--- config.mk ---
export PLATFORM = sky130hd
export DESIGN_NAME = signal_countdown_display
export DESIGN_NICKNAME = d
export VERILOG_FILES = /design/src/rtl/signal_light_pkg.sv /design/src/rtl/bin2bcd_seq.sv /design/src/rtl/signal_countdown_display.sv
export SDC_FILE = /design/constraint.sdc
export NUM_CORES = 1
export LEC_CHECK = 0
export ABC_AREA = 1
export CAP_MARGIN = 20
export CORE_MARGIN = 1.5
export CORE_UTILIZATION = 55
export DETAILED_ROUTE_END_ITERATION = 10
export GPL_ROUTABILITY_DRIVEN = 0
export HOLD_SLACK_MARGIN = 0.08
export PLACE_DENSITY = 0.73
export SETUP_SLACK_MARGIN = 0.02
export SYNTH_ARGS = -nofsm -noshare
export SYNTH_HDL_FRONTEND = slang
export SYNTH_SLANG_ARGS = --single-unit
export TNS_END_PERCENT = 50
--- constraint.sdc ---
create_clock -name clk -period 5.33 [get_ports clk]
set_clock_uncertainty 0.2 [all_clocks]
set_input_delay 1.066 -clock clk [delete_from_list [all_inputs] [get_ports clk]]
set_output_delay 1.066 -clock clk [all_outputs]
set_load 0.02 [all_outputs]
--- src/rtl/signal_light_pkg.sv ---
// Shared constants for the traffic-signal countdown display: phase boundaries,
// lamp codes, 7-segment codes and conversion FSM encodings.
package signal_light_pkg;

  localparam logic [5:0] P_A = 6'd25;
  localparam logic [5:0] P_B = 6'd30;
  localparam logic [5:0] P_C = 6'd55;
  localparam logic [5:0] P_D = 6'd60;

  localparam logic [2:0] RED = 3'b100;
  localparam logic [2:0] YEL = 3'b010;
  localparam logic [2:0] GRN = 3'b001;

  localparam logic [6:0] SEG_BLANK = 7'h7F;
  localparam logic [6:0] SEG_DASH  = 7'h3F;

  localparam logic [1:0] IDLE  = 2'd0;
  localparam logic [1:0] LOAD  = 2'd1;
  localparam logic [1:0] SHIFT = 2'd2;
  localparam logic [1:0] DONE  = 2'd3;

  typedef struct packed {
    logic [3:0] tens;
    logic [3:0] units;
  } bcd2_t;

  // Active-low {g,f,e,d,c,b,a}; anything outside 0..9 shows blank.
  function automatic logic [6:0] digitToSeg(input logic [3:0] digit);
    logic [6:0] seg;
    case (digit)
      4'd0:    seg = 7'h40;
      4'd1:    seg = 7'h79;
      4'd2:    seg = 7'h24;
      4'd3:    seg = 7'h30;
      4'd4:    seg = 7'h19;
      4'd5:    seg = 7'h12;
      4'd6:    seg = 7'h02;
      4'd7:    seg = 7'h78;
      4'd8:    seg = 7'h00;
      4'd9:    seg = 7'h10;
      default: seg = SEG_BLANK;
    endcase
    return seg;
  endfunction

endpackage

--- src/rtl/bin2bcd_seq.sv ---
// Sequential double-dabble: converts a 6-bit value into two BCD digits in six
// clocks after a start pulse.
module bin2bcd_seq
  import signal_light_pkg::*;
(
  input  logic       clk,
  input  logic       rst,
  input  logic       start_i,
  input  logic [5:0] bin_i,
  output logic       done_o,
  output logic [3:0] tens_o,
  output logic [3:0] units_o
);

  logic [5:0] bin_q, bin_d;
  logic [3:0] tens_q, tens_d;
  logic [3:0] units_q, units_d;
  logic [2:0] cnt_q;
  logic [3:0] tensAdj, unitsAdj;

  always_comb begin
    tensAdj  = (tens_q  >= 4'd5) ? tens_q  + 4'd3 : tens_q;
    unitsAdj = (units_q >= 4'd5) ? units_q + 4'd3 : units_q;
    tens_d   = {tensAdj[2:0], unitsAdj[3]};
    units_d  = {unitsAdj[2:0], bin_q[5]};
    bin_d    = {bin_q[4:0], 1'b0};
  end

  always_ff @(posedge clk or posedge rst) begin
    if (rst) begin
      bin_q   <= '0;
      tens_q  <= '0;
      units_q <= '0;
      cnt_q   <= '0;
    end else if (start_i) begin
      bin_q   <= bin_i;
      tens_q  <= '0;
      units_q <= '0;
      cnt_q   <= 3'd6;
    end else if (cnt_q != 3'd0) begin
      bin_q   <= bin_d;
      tens_q  <= tens_d;
      units_q <= units_d;
      cnt_q   <= cnt_q - 3'd1;
    end
  end

  // High during the final step: the digits are complete after this edge.
  assign done_o  = (cnt_q == 3'd1);
  assign tens_o  = tens_q;
  assign units_o = units_q;

endmodule

--- src/rtl/signal_countdown_display.sv ---
// Countdown display for the two-way signal controller: remaining seconds per
// direction, BCD conversion, fault detection and a 4-digit multiplexed scan.
module signal_countdown_display
  import signal_light_pkg::*;
#(
  parameter int SCAN_DIV = 50000
) (
  input  logic       clk,
  input  logic       rst,
  input  logic [5:0] count,
  input  logic [2:0] light1,
  input  logic [2:0] light2,
  output logic [6:0] seg,
  output logic [3:0] an,
  output logic       bcd_valid
);

  localparam int PW = (SCAN_DIV > 2) ? $clog2(SCAN_DIV) : 1;
  localparam logic [PW-1:0] PRESC_MAX = PW'(SCAN_DIV - 1);

  logic [5:0]    count_q;
  logic [2:0]    l1_q, l2_q;
  logic [1:0]    state_q, state_d;
  logic [5:0]    lastCnt_q;
  logic [5:0]    lastLights_q;
  logic          faultPend_q, fault_q, bcdValid_q;
  bcd2_t         disp1_q, disp2_q;
  logic [5:0]    rem1, rem2;
  logic [2:0]    exp1, exp2;
  logic          faultNext, start;
  logic          done1, done2;
  logic [3:0]    tens1, units1, tens2, units2;
  logic [PW-1:0] presc_q;
  logic          scanTick;
  logic [1:0]    idx_q, idx_d;
  logic [6:0]    seg_q, seg_d;
  logic [3:0]    an_q;
  logic [3:0]    selDigit;
  logic          selTens;

  always_ff @(posedge clk or posedge rst) begin
    if (rst) begin
      count_q <= '0;
      l1_q    <= '0;
      l2_q    <= '0;
    end else begin
      count_q <= count;
      l1_q    <= light1;
      l2_q    <= light2;
    end
  end

  always_comb begin
    exp1 = YEL;
    exp2 = RED;
    rem1 = P_D - count_q;
    rem2 = P_D - count_q;
    if (count_q < P_A) begin
      exp1 = RED;
      exp2 = GRN;
      rem1 = P_B - count_q;
      rem2 = P_A - count_q;
    end else if (count_q < P_B) begin
      exp1 = RED;
      exp2 = YEL;
      rem1 = P_B - count_q;
      rem2 = P_B - count_q;
    end else if (count_q < P_C) begin
      exp1 = GRN;
      exp2 = RED;
      rem1 = P_C - count_q;
      rem2 = P_D - count_q;
    end
    faultNext = (count_q >= P_D) || (l1_q != exp1) || (l2_q != exp2);
  end

  always_comb begin
    state_d = state_q;
    start   = 1'b0;
    case (state_q)
      IDLE:  if (count_q != lastCnt_q || {l1_q, l2_q} != lastLights_q) state_d = LOAD;
      LOAD: begin
        start   = 1'b1;
        state_d = SHIFT;
      end
      SHIFT: if (done1 && done2) state_d = DONE;
      DONE:  state_d = IDLE;
      default: state_d = IDLE;
    endcase
  end

  // lastCnt resets to an impossible count so a conversion runs right after reset.
  always_ff @(posedge clk or posedge rst) begin
    if (rst) begin
      state_q      <= IDLE;
      lastCnt_q    <= 6'h3F;
      lastLights_q <= '0;
      faultPend_q  <= 1'b0;
      fault_q      <= 1'b0;
      disp1_q      <= '0;
      disp2_q      <= '0;
      bcdValid_q   <= 1'b0;
    end else begin
      state_q <= state_d;
      case (state_q)
        LOAD: begin
          lastCnt_q    <= count_q;
          lastLights_q <= {l1_q, l2_q};
          faultPend_q  <= faultNext;
        end
        DONE: begin
          disp1_q    <= '{tens: tens1, units: units1};
          disp2_q    <= '{tens: tens2, units: units2};
          fault_q    <= faultPend_q;
          bcdValid_q <= 1'b1;
        end
        default: ;
      endcase
    end
  end

  bin2bcd_seq u_conv1 (
    .clk     (clk),
    .rst     (rst),
    .start_i (start),
    .bin_i   (rem1),
    .done_o  (done1),
    .tens_o  (tens1),
    .units_o (units1)
  );

  bin2bcd_seq u_conv2 (
    .clk     (clk),
    .rst     (rst),
    .start_i (start),
    .bin_i   (rem2),
    .done_o  (done2),
    .tens_o  (tens2),
    .units_o (units2)
  );

  assign scanTick = (presc_q == PRESC_MAX);
  assign idx_d    = idx_q + 2'd1;

  always_comb begin
    selDigit = disp1_q.units;
    selTens  = 1'b0;
    case (idx_d)
      2'd0: begin selDigit = disp1_q.units; selTens = 1'b0; end
      2'd1: begin selDigit = disp1_q.tens;  selTens = 1'b1; end
      2'd2: begin selDigit = disp2_q.units; selTens = 1'b0; end
      default: begin selDigit = disp2_q.tens; selTens = 1'b1; end
    endcase
    seg_d = digitToSeg(selDigit);
    if (selTens && selDigit == 4'd0) seg_d = SEG_BLANK;
    if (fault_q) seg_d = SEG_DASH;
    if (!bcdValid_q) seg_d = SEG_BLANK;
  end

  always_ff @(posedge clk or posedge rst) begin
    if (rst) begin
      presc_q <= '0;
      idx_q   <= 2'd3;
      seg_q   <= SEG_BLANK;
      an_q    <= 4'hF;
    end else if (scanTick) begin
      presc_q <= '0;
      idx_q   <= idx_d;
      seg_q   <= seg_d;
      an_q    <= ~(4'b0001 << idx_d);
    end else begin
      presc_q <= presc_q + 1'b1;
    end
  end

  assign seg       = seg_q;
  assign an        = an_q;
  assign bcd_valid = bcdValid_q;

endmodule

==> flow_results.org <==
** Outcome
- Outcome :: finished, final reports clean

** Die
- Starting utilization of the core area :: 57.3%
- Core Footprint :: 10500 sq um
- Number of I/O pins :: 26
- The die covers 11500 sq um.
- From left edge to right edge, the die measures 107 microns.
- The die is 107 microns tall.
- The floorplan has 37 rows.

** Timing
- The final-report hold violation count came to 0.
- In the final timing run, aggregate negative setup slack is 0 ns.
- Highest Clock Rate :: 0.352 GHz
- The worst path in the final design needs a cycle of 2.84 ns, including I/O delays and setup.
- Setup repair after global routing left no endpoint under its margin.
- Slew headroom :: 41.3%
- Final setup violation count :: 0
- At the pin with the least slew margin, the transition time is 0.881 ns.
- The final number of max-transition violations came to 0.
- Share of the clock period used by the worst path :: 53.4%

** Pwr
- Switching power of the nets :: 1.10 mW
- Summed over all cells, the static leakage comes to 3.17 nW.
- Power per cell area :: 427 nW/um^2
- Cell internal power dissipation :: 1.69 mW
- Largest vdd supply drop :: 0.265 mV
- Overall power consumption :: 2.80 mW
- In this run, flip-flops and latches consume 43.4% of the power.
- Clock power share :: 18.5%
- Switching Share :: 39.5%
- Part of the total power dissipated in combinational logic :: 38.0%

** GRT
- Global routing used 4.30% of the available met3 tracks.
- The first global-routing pass estimated 21400 microns of wire.
- Fraction of met2 tracks used by global routing :: 38.9%
- For this run, the total global-route usage over all layers was measured as 23.4%.
- The via count of the first global-routing pass came to 4746.
- Met1 usage :: 30.4%
- Layer with the highest usage after global routing :: met2
- Total grt overflow :: 0
- Maximum number of pins on one net before global-route repair :: 51
- The initial antenna violation count is 0.

** Worst setup path
- Data required time of the worst path :: 5.40 ns
- The worst setup path is of the flop to flop kind.
- The worst setup path is captured at a flop.
- In this run the critical register-to-register path is captured at u_conv1.bin_q[5].
- Register-to-register setup slack :: 2.49 ns
- Data on the critical path arrives at its endpoint at 2.92 ns.
- Startpoint type of the worst setup path :: flop
- FF-to-FF path depth :: 8
- Critical path peak fanout :: 27
- The worst register-to-register path begins at state_q[1].

** Yosys
- Number of nets in the synthesized netlist :: 789
- Average size of a mapped cell :: 8.15 sq um
- Most instantiated flip-flop cell in the synthesis netlist :: sky130_fd_sc_hd__dfrtp_1
- The synthesized design spends more area on one cell type than any other, namely sky130_fd_sc_hd__dfrtp_1.
- In this run the cell area of the synthesized design comes to 6000 sq um.
- By area the synthesized netlist is led by sky130_fd_sc_hd__dfrtp_1, sky130_fd_sc_hd__nand2_1, sky130_fd_sc_hd__dfstp_2.
- Synthesis inferred 108 register bits.
- Portion of the post-synthesis area used by sequential elements :: 45.4%
- Synth Warn # :: 0
- Synthesis handed over a netlist of 736 instances.
- Of all flip-flops after synthesis, the portion carrying an async set or reset was 100%.
- The synthesized design devotes to its leading area cell type 37.1% of total area.
- Number of synthesized flops with an enable pin :: 0
- Synthesis instantiated 40 different standard cells from the library.

** Drt
- Total Routed Length :: 12400 microns
- The first TritonRoute pass finished after 5 iterations.
- Total number of vias :: 4838
- Average wire length per cell after detail routing :: 13.8 microns
- Via count normalized by instance count :: 5.39
- In the routed design, unresolved DRC markers number 0.
- Number of nets still failing antenna checks after routing :: 0
- After the first detailed-routing iteration, the DRC count stood at 329.

** Clock network
- Hold repair after CTS inserted 0 buffers.
- Clock root cell :: sky130_fd_sc_hd__clkbuf_8
- The number of gates resized after CTS was 0.
- Clock network latency to the later pin of the worst-skew pair :: 0.38 ns
- The clock passes through at most 2 buffers.
- Total clock buffers created by CTS :: 9
- Number of H-tree levels :: 3
- TritonCTS built the clock tree.
- After clock tree synthesis, the clock-pin slew on the worst setup and hold paths is 0.11 ns.
- Buffers added to address setup during post-CTS repair amount to 0.
- Clock sink count :: 108

** Worst hold path
- The startpoint identified for the worst hold timing path is presc_q[0].
- Hold Path Cell Cnt :: 1
- For hold timing, the worst endpoint is presc_q[0].
- Path class of the lowest-slack min-delay path :: flop to flop

** Layout
- Summing all multi-input logic gate instances after layout gives 2790 sq um.
- Compared with the post-synthesis result, the final layout area differs by 9.11%.
- The post-route netlist has 8.53% of its cells at a drive strength greater than 1.
- Summing all flip-flop and latch instances after layout gives 2730 sq um.
- Final standard cell area without fillers :: 6550 sq um
- The number of antenna diodes in the final layout is 0.
- Count of nets after finishing :: 810
- Counting the fill cells in the layout gives 910.

** Placed design
- Number of buffers added on ports :: 25
- Post-placement cell area :: 6340 sq um
- Placed wire-length estimate after detailed placement :: 9080 microns

** Job
- MaxCap Viol Count :: 0
-- critical path, stage by stage, from the launching register on --
cell and delay (ns):
sky130_fd_sc_hd__dfrtp_1 0.42, sky130_fd_sc_hd__inv_1 0.12, sky130_fd_sc_hd__ha_1 0.75, sky130_fd_sc_hd__inv_2 0.42
sky130_fd_sc_hd__nand2_1 0.38, sky130_fd_sc_hd__inv_1 0.15, sky130_fd_sc_hd__nand2_1 0.08, sky130_fd_sc_hd__o21ai_0 0.07
sky130_fd_sc_hd__o21bai_1 0.16
-- registers in the layout (all words and copies together), names as in the netlist, 6 cells and up --
name           flops
u_conv1.bin_q      6
disp2_q            8
presc_q           16
lastLights_q       6
u_conv2.bin_q      6
count_q            6
disp1_q            8
seg                7
lastCnt_q          6
-- cells in the final DEF (no fill, tap or decap), types with 2 or more instances in the layout --
cell type / netlist / layout
sky130_fd_sc_hd__nor2_2: 5 / 5
sky130_fd_sc_hd__inv_2: 6 / 6
sky130_fd_sc_hd__nor3_1: 12 / 12
sky130_fd_sc_hd__o21ai_0: 70 / 70
sky130_fd_sc_hd__or2_2: 6 / 6
sky130_fd_sc_hd__a22oi_1: 2 / 2
sky130_fd_sc_hd__nand3_1: 34 / 34
sky130_fd_sc_hd__clkbuf_8: 0 / 10
sky130_fd_sc_hd__xor2_1: 19 / 19
sky130_fd_sc_hd__clkdlybuf4s50_1: 0 / 25
sky130_fd_sc_hd__o211ai_1: 6 / 6
sky130_fd_sc_hd__inv_4: 1 / 2
sky130_fd_sc_hd__o22ai_1: 10 / 10
sky130_fd_sc_hd__dfrtp_1: 89 / 89
sky130_fd_sc_hd__nor3b_1: 2 / 2
sky130_fd_sc_hd__o21ai_1: 2 / 2
sky130_fd_sc_hd__a21oi_1: 28 / 28
sky130_fd_sc_hd__nand4_1: 12 / 12
sky130_fd_sc_hd__buf_4: 4 / 2
sky130_fd_sc_hd__o21bai_1: 2 / 2
sky130_fd_sc_hd__clkinv_4: 0 / 2
sky130_fd_sc_hd__inv_1: 93 / 92
sky130_fd_sc_hd__nand2_1: 181 / 181
sky130_fd_sc_hd__nor2_1: 55 / 55
sky130_fd_sc_hd__dfstp_2: 19 / 19
sky130_fd_sc_hd__inv_6: 0 / 2
sky130_fd_sc_hd__o32ai_1: 2 / 2
sky130_fd_sc_hd__nand3_2: 4 / 4
sky130_fd_sc_hd__ha_1: 39 / 39
sky130_fd_sc_hd__xnor2_1: 6 / 6
sky130_fd_sc_hd__nor4_1: 5 / 5
-- power by group through the flow --
stage	Clock, mW	Sequential [mW]	Combinational (mW)
2_1_floorplan	0	1.18	0.848
3_3_place_gp	0	1.22	1.01
3_5_place_dp	0	1.23	1.06
4_1_cts	0.537	1.21	1.07
5_1_grt	0.569	1.24	1.24
6_report	0.519	1.21	1.06
-- cells by family after synthesis --
family / count (synthesis) / synth area share [%]
AND/OR/NAND/NOR: 319 / 23.0
AO/OA/AOI/OAI: 127 / 11.7
buffers and inverters: 118 / 8.01
flip-flops: 108 / 45.4
adder cells (fa/ha/maj): 39 / 8.13
XOR/XNOR: 25 / 3.65
-- layer usage --
metal | vias to the layer above | part of all wire [%]
met4 | 0 | 1.9
met3 | 20 | 3.5
li1 | 2416 | -
met5 | - | 0
met1 | 2290 | 46
met2 | 112 | 49
-- how the worst max path moves through the flow --
stage	endpoint	slack (ns)	from	cells after the start
6_report	u_conv1.bin_q[5]	2.49	state_q[1]	8
5_1_grt	u_conv1.bin_q[5]	2.20	state_q[1]	8
4_1_cts	seg[6]	2.48	seg[6]	1
3_5_place_dp	u_conv1.bin_q[5]	2.50	state_q[1]	8
3_3_place_gp	u_conv1.bin_q[5]	2.59	state_q[1]	8
2_1_floorplan	bcd_valid	1.25	rst	1
-- through the flow --
step	hold slack, ns	util [%]	worst slack [ns]	std cells
detailed placement	0.255	60.6	2.50	882
global placement	0.246	60.6	2.59	882
global route	0.309	62.6	2.20	898
CTS	0.279	62.6	2.48	898
finish	0.283	62.6	2.49	898
floorplan	0.231	-	1.25	736
-- cell usage after synthesis (2+ instances only) --
cell type                    n
sky130_fd_sc_hd__nor4_1      5
sky130_fd_sc_hd__nor2_1     55
sky130_fd_sc_hd__o21bai_1    2
sky130_fd_sc_hd__o32ai_1     2
sky130_fd_sc_hd__clkbuf_1    6
sky130_fd_sc_hd__nor3_1     12
sky130_fd_sc_hd__buf_2       4
sky130_fd_sc_hd__ha_1       39
sky130_fd_sc_hd__nand3_2     4
sky130_fd_sc_hd__xnor2_1     6
sky130_fd_sc_hd__o211ai_1    6
sky130_fd_sc_hd__buf_4       4
sky130_fd_sc_hd__nor2_2      5
sky130_fd_sc_hd__dfstp_2    19
sky130_fd_sc_hd__xor2_1     19
sky130_fd_sc_hd__inv_1      93
sky130_fd_sc_hd__o22ai_1    10
sky130_fd_sc_hd__nand2_1   181
sky130_fd_sc_hd__inv_2       6
sky130_fd_sc_hd__nor3b_1     2
sky130_fd_sc_hd__or2_2       6
sky130_fd_sc_hd__a22oi_1     2
sky130_fd_sc_hd__o21ai_1     2
sky130_fd_sc_hd__a21oi_1    28
sky130_fd_sc_hd__nand4_1    12
sky130_fd_sc_hd__o21ai_0    70
sky130_fd_sc_hd__buf_6       2
sky130_fd_sc_hd__dfrtp_1    89
sky130_fd_sc_hd__nand3_1    34
-- cell type report --
cell class | instances | share of cell area (%)
well taps | 136 | 2.60
multi-input cells | 510 | 42.7
flip-flops and latches | 108 | 41.6
repair buffers | 27 | 4.05
clock inverters | 6 | 1.07
inverters | 101 | 5.87
clock buffers | 10 | 2.10
Note: power is estimated with default switching activity, not from simulation.
